[src/rtl/uart_rx_sampler_if.sv]
// FIFO push-side bundle between the UART receive sampler and the RX FIFO.
//
// Handshake: o_push is a one-cycle strobe and o_data is valid in that same
// cycle. There is no ready signal; i_full is looked at only when a stop bit
// is voted good, and a byte that finds i_full high is dropped (overrun).
interface uart_rx_sampler_if #(
  parameter int DATA_BITS = 8
);
  logic [DATA_BITS-1:0] o_data;
  logic                 o_push;
  logic                 i_full;

  // Sampler side: produces bytes, observes FIFO fullness.
  modport master (output o_data, output o_push, input i_full);
  // FIFO side: consumes bytes, reports fullness.
  modport slave  (input o_data, input o_push, output i_full);
endinterface

[src/rtl/uart_rx_sampler.sv]
// Oversampling UART receive front-end: synchronises rx, detects start bits,
// takes a 2-of-3 majority vote around each bit centre, assembles LSB-first
// bytes and pushes good bytes into the RX FIFO. Framing errors and overruns
// are reported through sticky flags cleared by i_err_clr.
//
// Timing reference: E0 is the edge at which IDLE sees rx_s low; cnt is 0 in
// the cycle after E0 and after every bit boundary. The vote for bit k
// resolves at edge E0 + k*div_l + half + 1, i.e. the edge leaving the cycle
// where cnt == half. The two earlier samples are registered on the edges
// leaving cnt == half-2 and cnt == half-1.
// DATA_BITS must be at least 2 (the shift register slices [DATA_BITS-1:1]).
module uart_rx_sampler #(
  parameter int DATA_BITS   = 8,
  parameter int SYNC_STAGES = 2
) (
  input  logic              clk,
  input  logic              rst_n,
  input  logic [31:0]       clk_div,
  input  logic              rx,
  input  logic              i_err_clr,
  uart_rx_sampler_if.master fifo,
  output logic              o_frame_err,
  output logic              o_overrun,
  output logic              o_busy,
  output logic [2:0]        dbg_state
);

  // A single-flop synchroniser is not safe, so anything below 2 is raised.
  localparam int          SYNC_N  = (SYNC_STAGES < 2) ? 2 : SYNC_STAGES;
  localparam int          IDX_W   = $clog2(DATA_BITS + 1);
  localparam logic [31:0] MIN_DIV = 32'd8;

  typedef enum logic [2:0] {
    IDLE      = 3'd0,
    START     = 3'd1,
    DATA      = 3'd2,
    STOP      = 3'd3,
    WAIT_HIGH = 3'd4
  } state_t;

  state_t               state;
  state_t               state_n;
  logic [SYNC_N-1:0]    sync_q;
  logic                 rx_s;
  logic [31:0]          div_l;
  logic [31:0]          half;
  logic [31:0]          cnt;
  logic                 samp0;
  logic                 samp1;
  logic                 vote;
  logic                 at_s0;
  logic                 at_s1;
  logic                 at_vote;
  logic                 bit_end;
  logic                 last_bit;
  logic                 bit_next;
  logic                 cnt_clr;
  logic [IDX_W-1:0]     bit_idx;
  logic [DATA_BITS-1:0] shift_q;
  logic [DATA_BITS-1:0] data_q;
  logic                 push_q;
  logic                 stop_ok;
  logic                 push_ev;
  logic                 ovr_ev;
  logic                 fe_ev;

  // Bring the asynchronous pad input into the clk domain; idle-high reset.
  always_ff @(posedge clk or negedge rst_n) begin
    if (!rst_n) begin
      sync_q <= '1;
    end else begin
      sync_q <= {sync_q[SYNC_N-2:0], rx};
    end
  end

  assign rx_s = sync_q[SYNC_N-1];

  // Sample-point decode relative to the latched bit period.
  assign half     = div_l >> 1;
  assign at_s0    = (cnt == half - 32'd2);
  assign at_s1    = (cnt == half - 32'd1);
  assign at_vote  = (cnt == half);
  assign bit_end  = (cnt == div_l - 32'd1);
  assign last_bit = (bit_idx == IDX_W'(DATA_BITS - 1));
  assign vote     = (samp0 & samp1) | (samp0 & rx_s) | (samp1 & rx_s);

  // Frame-level events, all qualified by the stop-bit vote edge.
  assign stop_ok  = (state == STOP) && at_vote && vote;
  assign push_ev  = stop_ok && !fifo.i_full;
  assign ovr_ev   = stop_ok && fifo.i_full;
  assign fe_ev    = (state == STOP) && at_vote && !vote;
  assign bit_next = (state == DATA) && bit_end && !last_bit;

  // cnt restarts on every state entry and on every data-bit boundary, and is
  // parked at 0 while waiting in IDLE or WAIT_HIGH.
  assign cnt_clr = (state_n != state) || bit_next ||
                   (state_n == IDLE) || (state_n == WAIT_HIGH);

  // FSM state register.
  always_ff @(posedge clk or negedge rst_n) begin
    if (!rst_n) begin
      state <= IDLE;
    end else begin
      state <= state_n;
    end
  end

  // FSM next-state logic. STOP leaves at the vote edge without waiting for
  // the end of the stop bit, so the next start bit is seen immediately.
  always_comb begin
    state_n = state;
    case (state)
      IDLE: begin
        if (!rx_s) state_n = START;
      end
      START: begin
        if (at_vote && vote) state_n = IDLE;
        else if (bit_end)    state_n = DATA;
      end
      DATA: begin
        if (bit_end && last_bit) state_n = STOP;
      end
      STOP: begin
        if (at_vote) state_n = vote ? IDLE : WAIT_HIGH;
      end
      WAIT_HIGH: begin
        if (rx_s) state_n = IDLE;
      end
      default: state_n = IDLE;
    endcase
  end

  // FSM outputs: busy outside IDLE, raw state exposed for debug.
  always_comb begin
    o_busy    = (state != IDLE);
    dbg_state = state;
  end

  // Per-bit cycle counter.
  always_ff @(posedge clk or negedge rst_n) begin
    if (!rst_n) begin
      cnt <= '0;
    end else if (cnt_clr) begin
      cnt <= '0;
    end else begin
      cnt <= cnt + 32'd1;
    end
  end

  // Bit period is frozen for the whole frame; too-small divisors clamp to 8.
  always_ff @(posedge clk or negedge rst_n) begin
    if (!rst_n) begin
      div_l <= MIN_DIV;
    end else if ((state == IDLE) && (state_n == START)) begin
      div_l <= (clk_div < MIN_DIV) ? MIN_DIV : clk_div;
    end
  end

  // First two of the three mid-bit samples; the third is the live rx_s.
  always_ff @(posedge clk or negedge rst_n) begin
    if (!rst_n) begin
      samp0 <= 1'b1;
      samp1 <= 1'b1;
    end else begin
      if (at_s0) samp0 <= rx_s;
      if (at_s1) samp1 <= rx_s;
    end
  end

  // Data-bit index: reset on entering DATA, advanced at each inner bit end.
  always_ff @(posedge clk or negedge rst_n) begin
    if (!rst_n) begin
      bit_idx <= '0;
    end else if ((state == START) && (state_n == DATA)) begin
      bit_idx <= '0;
    end else if (bit_next) begin
      bit_idx <= bit_idx + 1'b1;
    end
  end

  // LSB-first assembly: each vote enters at the MSB and walks down.
  always_ff @(posedge clk or negedge rst_n) begin
    if (!rst_n) begin
      shift_q <= '0;
    end else if ((state == DATA) && at_vote) begin
      shift_q <= {vote, shift_q[DATA_BITS-1:1]};
    end
  end

  // Output byte and push strobe change together, one cycle after the vote.
  always_ff @(posedge clk or negedge rst_n) begin
    if (!rst_n) begin
      data_q <= '0;
      push_q <= 1'b0;
    end else begin
      push_q <= push_ev;
      if (push_ev) data_q <= shift_q;
    end
  end

  // Sticky error flags; a set in the same cycle as a clear keeps the flag.
  always_ff @(posedge clk or negedge rst_n) begin
    if (!rst_n) begin
      o_frame_err <= 1'b0;
      o_overrun   <= 1'b0;
    end else begin
      if (fe_ev)          o_frame_err <= 1'b1;
      else if (i_err_clr) o_frame_err <= 1'b0;
      if (ovr_ev)         o_overrun   <= 1'b1;
      else if (i_err_clr) o_overrun   <= 1'b0;
    end
  end

  assign fifo.o_data = data_q;
  assign fifo.o_push = push_q;

endmodule

[src/flat_wrapper.sv]
// flat-port wrapper written by rule: the top's interface ports become plain ports
module uart_rx_sampler_flat 
#(
  parameter int DATA_BITS   = 8,
  parameter int SYNC_STAGES = 2
)
  (clk, rst_n, clk_div, rx, i_err_clr, o_frame_err, o_overrun, o_busy, dbg_state, fifo_o_data, fifo_o_push, fifo_i_full);
  uart_rx_sampler_if #(.DATA_BITS(DATA_BITS)) fifo_i ();
  input  logic clk;
  input  logic rst_n;
  input  logic [31:0] clk_div;
  input  logic rx;
  input  logic i_err_clr;
  output logic o_frame_err;
  output logic o_overrun;
  output logic o_busy;
  output logic [2:0] dbg_state;
  output wire logic [$bits(fifo_i.o_data)-1:0] fifo_o_data;
  output wire logic [$bits(fifo_i.o_push)-1:0] fifo_o_push;
  input wire logic [$bits(fifo_i.i_full)-1:0] fifo_i_full;
  assign fifo_o_data = fifo_i.o_data;
  assign fifo_o_push = fifo_i.o_push;
  assign fifo_i.i_full = fifo_i_full;
  uart_rx_sampler #(.DATA_BITS(DATA_BITS), .SYNC_STAGES(SYNC_STAGES)) u_core (.clk(clk), .rst_n(rst_n), .clk_div(clk_div), .rx(rx), .i_err_clr(i_err_clr), .fifo(fifo_i), .o_frame_err(o_frame_err), .o_overrun(o_overrun), .o_busy(o_busy), .dbg_state(dbg_state));
endmodule
[config.mk]
export PLATFORM = sky130hd
export DESIGN_NAME = uart_rx_sampler_flat
export DESIGN_NICKNAME = d
export VERILOG_FILES = /design/src/rtl/uart_rx_sampler_if.sv /design/src/rtl/uart_rx_sampler.sv /design/src/flat_wrapper.sv
export SDC_FILE = /design/constraint.sdc
export NUM_CORES = 1
export LEC_CHECK = 0
export BUFFER_PORTS_ARGS = -buffer_cell sky130_fd_sc_hd__clkbuf_2
export CAP_MARGIN = 25
export CORE_ASPECT_RATIO = 1.75
export CORE_UTILIZATION = 30
export DETAILED_ROUTE_END_ITERATION = 6
export PLACE_DENSITY_LB_ADDON = 0.12
export SLEW_MARGIN = 30
export SYNTH_ARGS = -nofsm -noshare
export SYNTH_HDL_FRONTEND = slang
export SYNTH_SLANG_ARGS = --single-unit
export TNS_END_PERCENT = 100
[constraint.sdc]
create_clock -name clk -period 6 [get_ports clk]
set_clock_uncertainty 0.05 [all_clocks]
set_input_delay 0.6 -clock clk [delete_from_list [all_inputs] [get_ports clk]]
set_output_delay 0.6 -clock clk [all_outputs]
set_load 0.02 [all_outputs]
==> qor.csv <==
stage,metric,value,unit
global_route,grt_overflow,0,
die,initial_utilization,0.307,
power,ir_worst_vdd,202,uV
final_layout,area_growth,10.0,%
final_layout,drive_gt1_frac,0.138,
clocking,clkTransAtPathRegs,0.08,ns
logic_synthesis,seq_area_frac_synth,0.336,
worst_setup_path,reg2reg_slack,1.97,ns
placed_design,gp_congestion,0.955,
worst_setup_path,startpoint_type,flip-flop,
sta,rsz0062_at_grt,false,
final_layout,antenna_cells,0,
power,p_switching,399,uW
detailed_routing,wire_per_inst,21.0,microns
detailed_routing,drt-pass1-iter-count,5,
worst_setup_path,crit_path_top_delay_cell,nor4b_2,
sta,fin_hold_ws,0.194,ns
worst_setup_path,cp_data_required_time,6.18,ns
die,die-area,0.0240,sq mm
clocking,clk_latency,0.37,ns
power,power_frac_clock,0.403,
die,num_rows,73,
worst_setup_path,crit_arrival,4.21,ns
sta,fin_tns_setup,0,ns
clocking,cts_hold_buf,0,
worst_hold_path,hp-class,input port to asynchronous set/reset pin,
logic_synthesis,ys_ff_latch,94,
clocking,cts-root-buf,clkbuf_16,
logic_synthesis,synth.distinct_cells,74,
detailed_routing,ant_nets,0,
final_layout,fin_area,0.00771,sq mm
worst_setup_path,critPathMaxFanout,32,
detailed_routing,drt_iter0_drc,370,
power,p_comb_frac,0.104,
die,die_x,118,microns
sta,fmax,0.248,GHz
power,swShare,0.288,
worst_setup_path,critical_path_class,flip-flop to flip-flop,
logic_synthesis,netlist_area,0.00701,sq mm
worst_setup_path,cp_num_buf_inv,2,
clocking,cts_buffer_depth,2,
clocking,cts_post_setup_buffers_inserted,0,
detailed_routing,vias,6270,
logic_synthesis,synth_edf_count,0,
global_route,antenna_found_initial,0,
sta,period_share,0.672,
worst_setup_path,cp_slowest_stage_delay,0.72,ns
power,leakagePower,3.12,nW
global_route,track_usage,0.215,
power,power.internal,989,uW
logic_synthesis,syn_nets,900,
clocking,cts_resized,0,
detailed_routing,finalWirelength,24500,microns
logic_synthesis,avgSynthCellArea,8.17,sq um
sta,setup_viol,0,
logic_synthesis,yosys.area.top_type,dfrtp_1,
worst_setup_path,critical_path.top_delay_family,simple AND/OR/NAND/NOR gates,
sta,max-slew-margin-rel,0.437,
power,power,1.39,mW
die,core,0.0228,sq mm
global_route,grt_use_met2,0.400,
detailed_routing,viasPerCell,5.36,
final_layout,regArea,0.00236,sq mm
die,io_pins,52,
global_route,grt_busiest_layer,met2,
global_route,met3_usage,0.0273,
placed_design,port_buffers,51,
logic_synthesis,synth_ff_type,dfrtp_1,
worst_setup_path,crit_path_end_kind,flip-flop,
detailed_routing,drc,0,
sta,period_minus_slack,4.03,ns
worst_setup_path,reg2reg_to,u_core.cnt[10],
clocking,cts_tree,yes,
logic_synthesis,synthCells,858,
global_route,grt_max_degree,51,
placed_design,dp_hpwl,19300,microns
logic_synthesis,synth_area_leaders,"dfrtp_1, xnor2_1, nand2_1",
worst_setup_path,r2r-start,u_core.div_l[1],
sta,finalHoldViolCount,0,
logic_synthesis,async_flop_share,1.00,
worst_setup_path,critical_path.cell_chain,"inv_1, ha_1, nor4b_2, nand3_1, or3b_1, a211oi_1, o32a_1, nand4_2, nor3_4, buf_4, nor3_1",
final_layout,final_nets,906,
flow_run,max-cap-violations,0,
die,dieHeight,204,microns
global_route,grt_pass1_wl,38800,microns
power,p_seq_frac,0.493,
logic_synthesis,yosys_warnings,0,
clocking,clock-sinks,94,
status,status,completed,
final_layout,multi_input_area,0.00431,sq mm
sta,final_max_slew_viol_count,0,
logic_synthesis,synth_top_area_share,0.318,
final_layout,utilization,0.338,
global_route,grt_util_met1,0.206,
power,pwr_density_cell,180,mW/mm^2
final_layout,nFillCells,2489,
clocking,htreeDepth,3,
global_route,grt_pass1_vias,6644,
clocking,cts_buffers,9,
placed_design,place_area,0.00744,sq mm
worst_setup_path,r2r_cells,11,
sta,tightest_slew,0.842,ns
## area by class of cell
cell class / instances / share of cell area
Clock buffer: 11 / 0.0302
Clock inverter: 5 / 0.00551
Multi-Input combinational cell: 682 / 0.559
Sequential cell: 94 / 0.306
Tap cell: 300 / 0.0487
Timing Repair Buffer: 62 / 0.0441
Inverter: 15 / 0.00730
## routing by layer
| metal | wire length, microns | up-vias |
|---|---|---|
| met2 | 13100 | 169 |
| li1 | - | 3032 |
| met1 | 8520 | 2983 |
| met3 | 817 | 86 |
| met5 | 0 | - |
| met4 | 2060 | 0 |
## stage by stage
stage	instances	setup slack [ns]
final	1169	1.97
after global routing	1169	1.57
after CTS	1169	1.93
after detailed placement	1153	1.97
after global placement	1153	2.08
after floorplan	858	2.69
## registers in the layout (all words and copies together), names as in the netlist
name / flops
u_core.bit_idx: 4
u_core.cnt: 32
u_core.dbg_state: 3
u_core.div_l: 32
u_core.fifo.o_data: 8
u_core.fifo.o_push: 1
u_core.o_frame_err: 1
u_core.o_overrun: 1
u_core.samp0: 1
u_core.samp1: 1
u_core.shift_q: 8
u_core.sync_q: 2
## worst max-delay path by stage
stage,start,end,slack (ns),cells past startpoint
2_1_floorplan,u_core.div_l[1],u_core.cnt[3],2.69,12
3_3_place_gp,u_core.div_l[1],u_core.cnt[4],2.08,11
3_5_place_dp,u_core.div_l[1],u_core.cnt[12],1.97,11
4_1_cts,u_core.div_l[1],u_core.cnt[10],1.93,11
5_1_grt,u_core.div_l[1],u_core.cnt[4],1.57,11
6_report,u_core.div_l[1],u_core.cnt[10],1.97,11
## power by group through the flow
stage | Clock (mW) | Combinational, mW | Sequential, mW
after floorplan | 0 | 0.108 | 0.664
after global placement | 0 | 0.145 | 0.696
after detailed placement | 0 | 0.144 | 0.696
after CTS | 0.582 | 0.145 | 0.684
after global routing | 0.598 | 0.160 | 0.687
final | 0.560 | 0.144 | 0.684
## cell families (layout without fill, tap and decap cells)
family / count (synthesis) / in the layout / synth area share
muxes: 20 / 20 / 0.0318
DFF: 94 / 94 / 0.336
xor gates and xnor gates: 129 / 129 / 0.161
and+or+nand+nor: 428 / 428 / 0.316
adders and majority gates: 5 / 5 / 0.00892
buffers and inverters: 82 / 93 / 0.0502
AOI/OAI and AO/OA: 100 / 100 / 0.0958
## cells in the mapped netlist (3+ instances only)
cell type,n
a211oi_1,9
a21o_1,3
a21oi_1,18
a31oi_1,7
a41oi_1,3
and2_1,5
and3_1,15
and4_1,4
buf_1,3
buf_2,8
buf_4,5
clkbuf_1,49
dfrtp_1,89
dfstp_2,5
ha_1,5
inv_1,15
mux2_2,18
nand2_1,142
nand2b_1,4
nand3_1,38
nand3b_1,3
nand4_1,26
nor2_1,62
nor2b_1,3
nor3_1,46
nor4_1,34
nor4_2,3
nor4b_1,3
o211ai_1,3
o21ai_0,22
o22ai_1,5
o31ai_1,4
or2_2,3
or3_1,10
or4_1,8
xnor2_1,77
xor2_1,52
## placed cells by master (no fill, tap or decap), drive strengths merged, types with 23 or more instances in the layout
master,count
nor3,48
nand4,27
clkbuf,61
o21ai,23
nor2,63
nor4,38
nand3,38
xor2,52
nand2,143
xnor2,77
dfrtp,89
No activity file was read; power rests on OpenSTA's default activity.
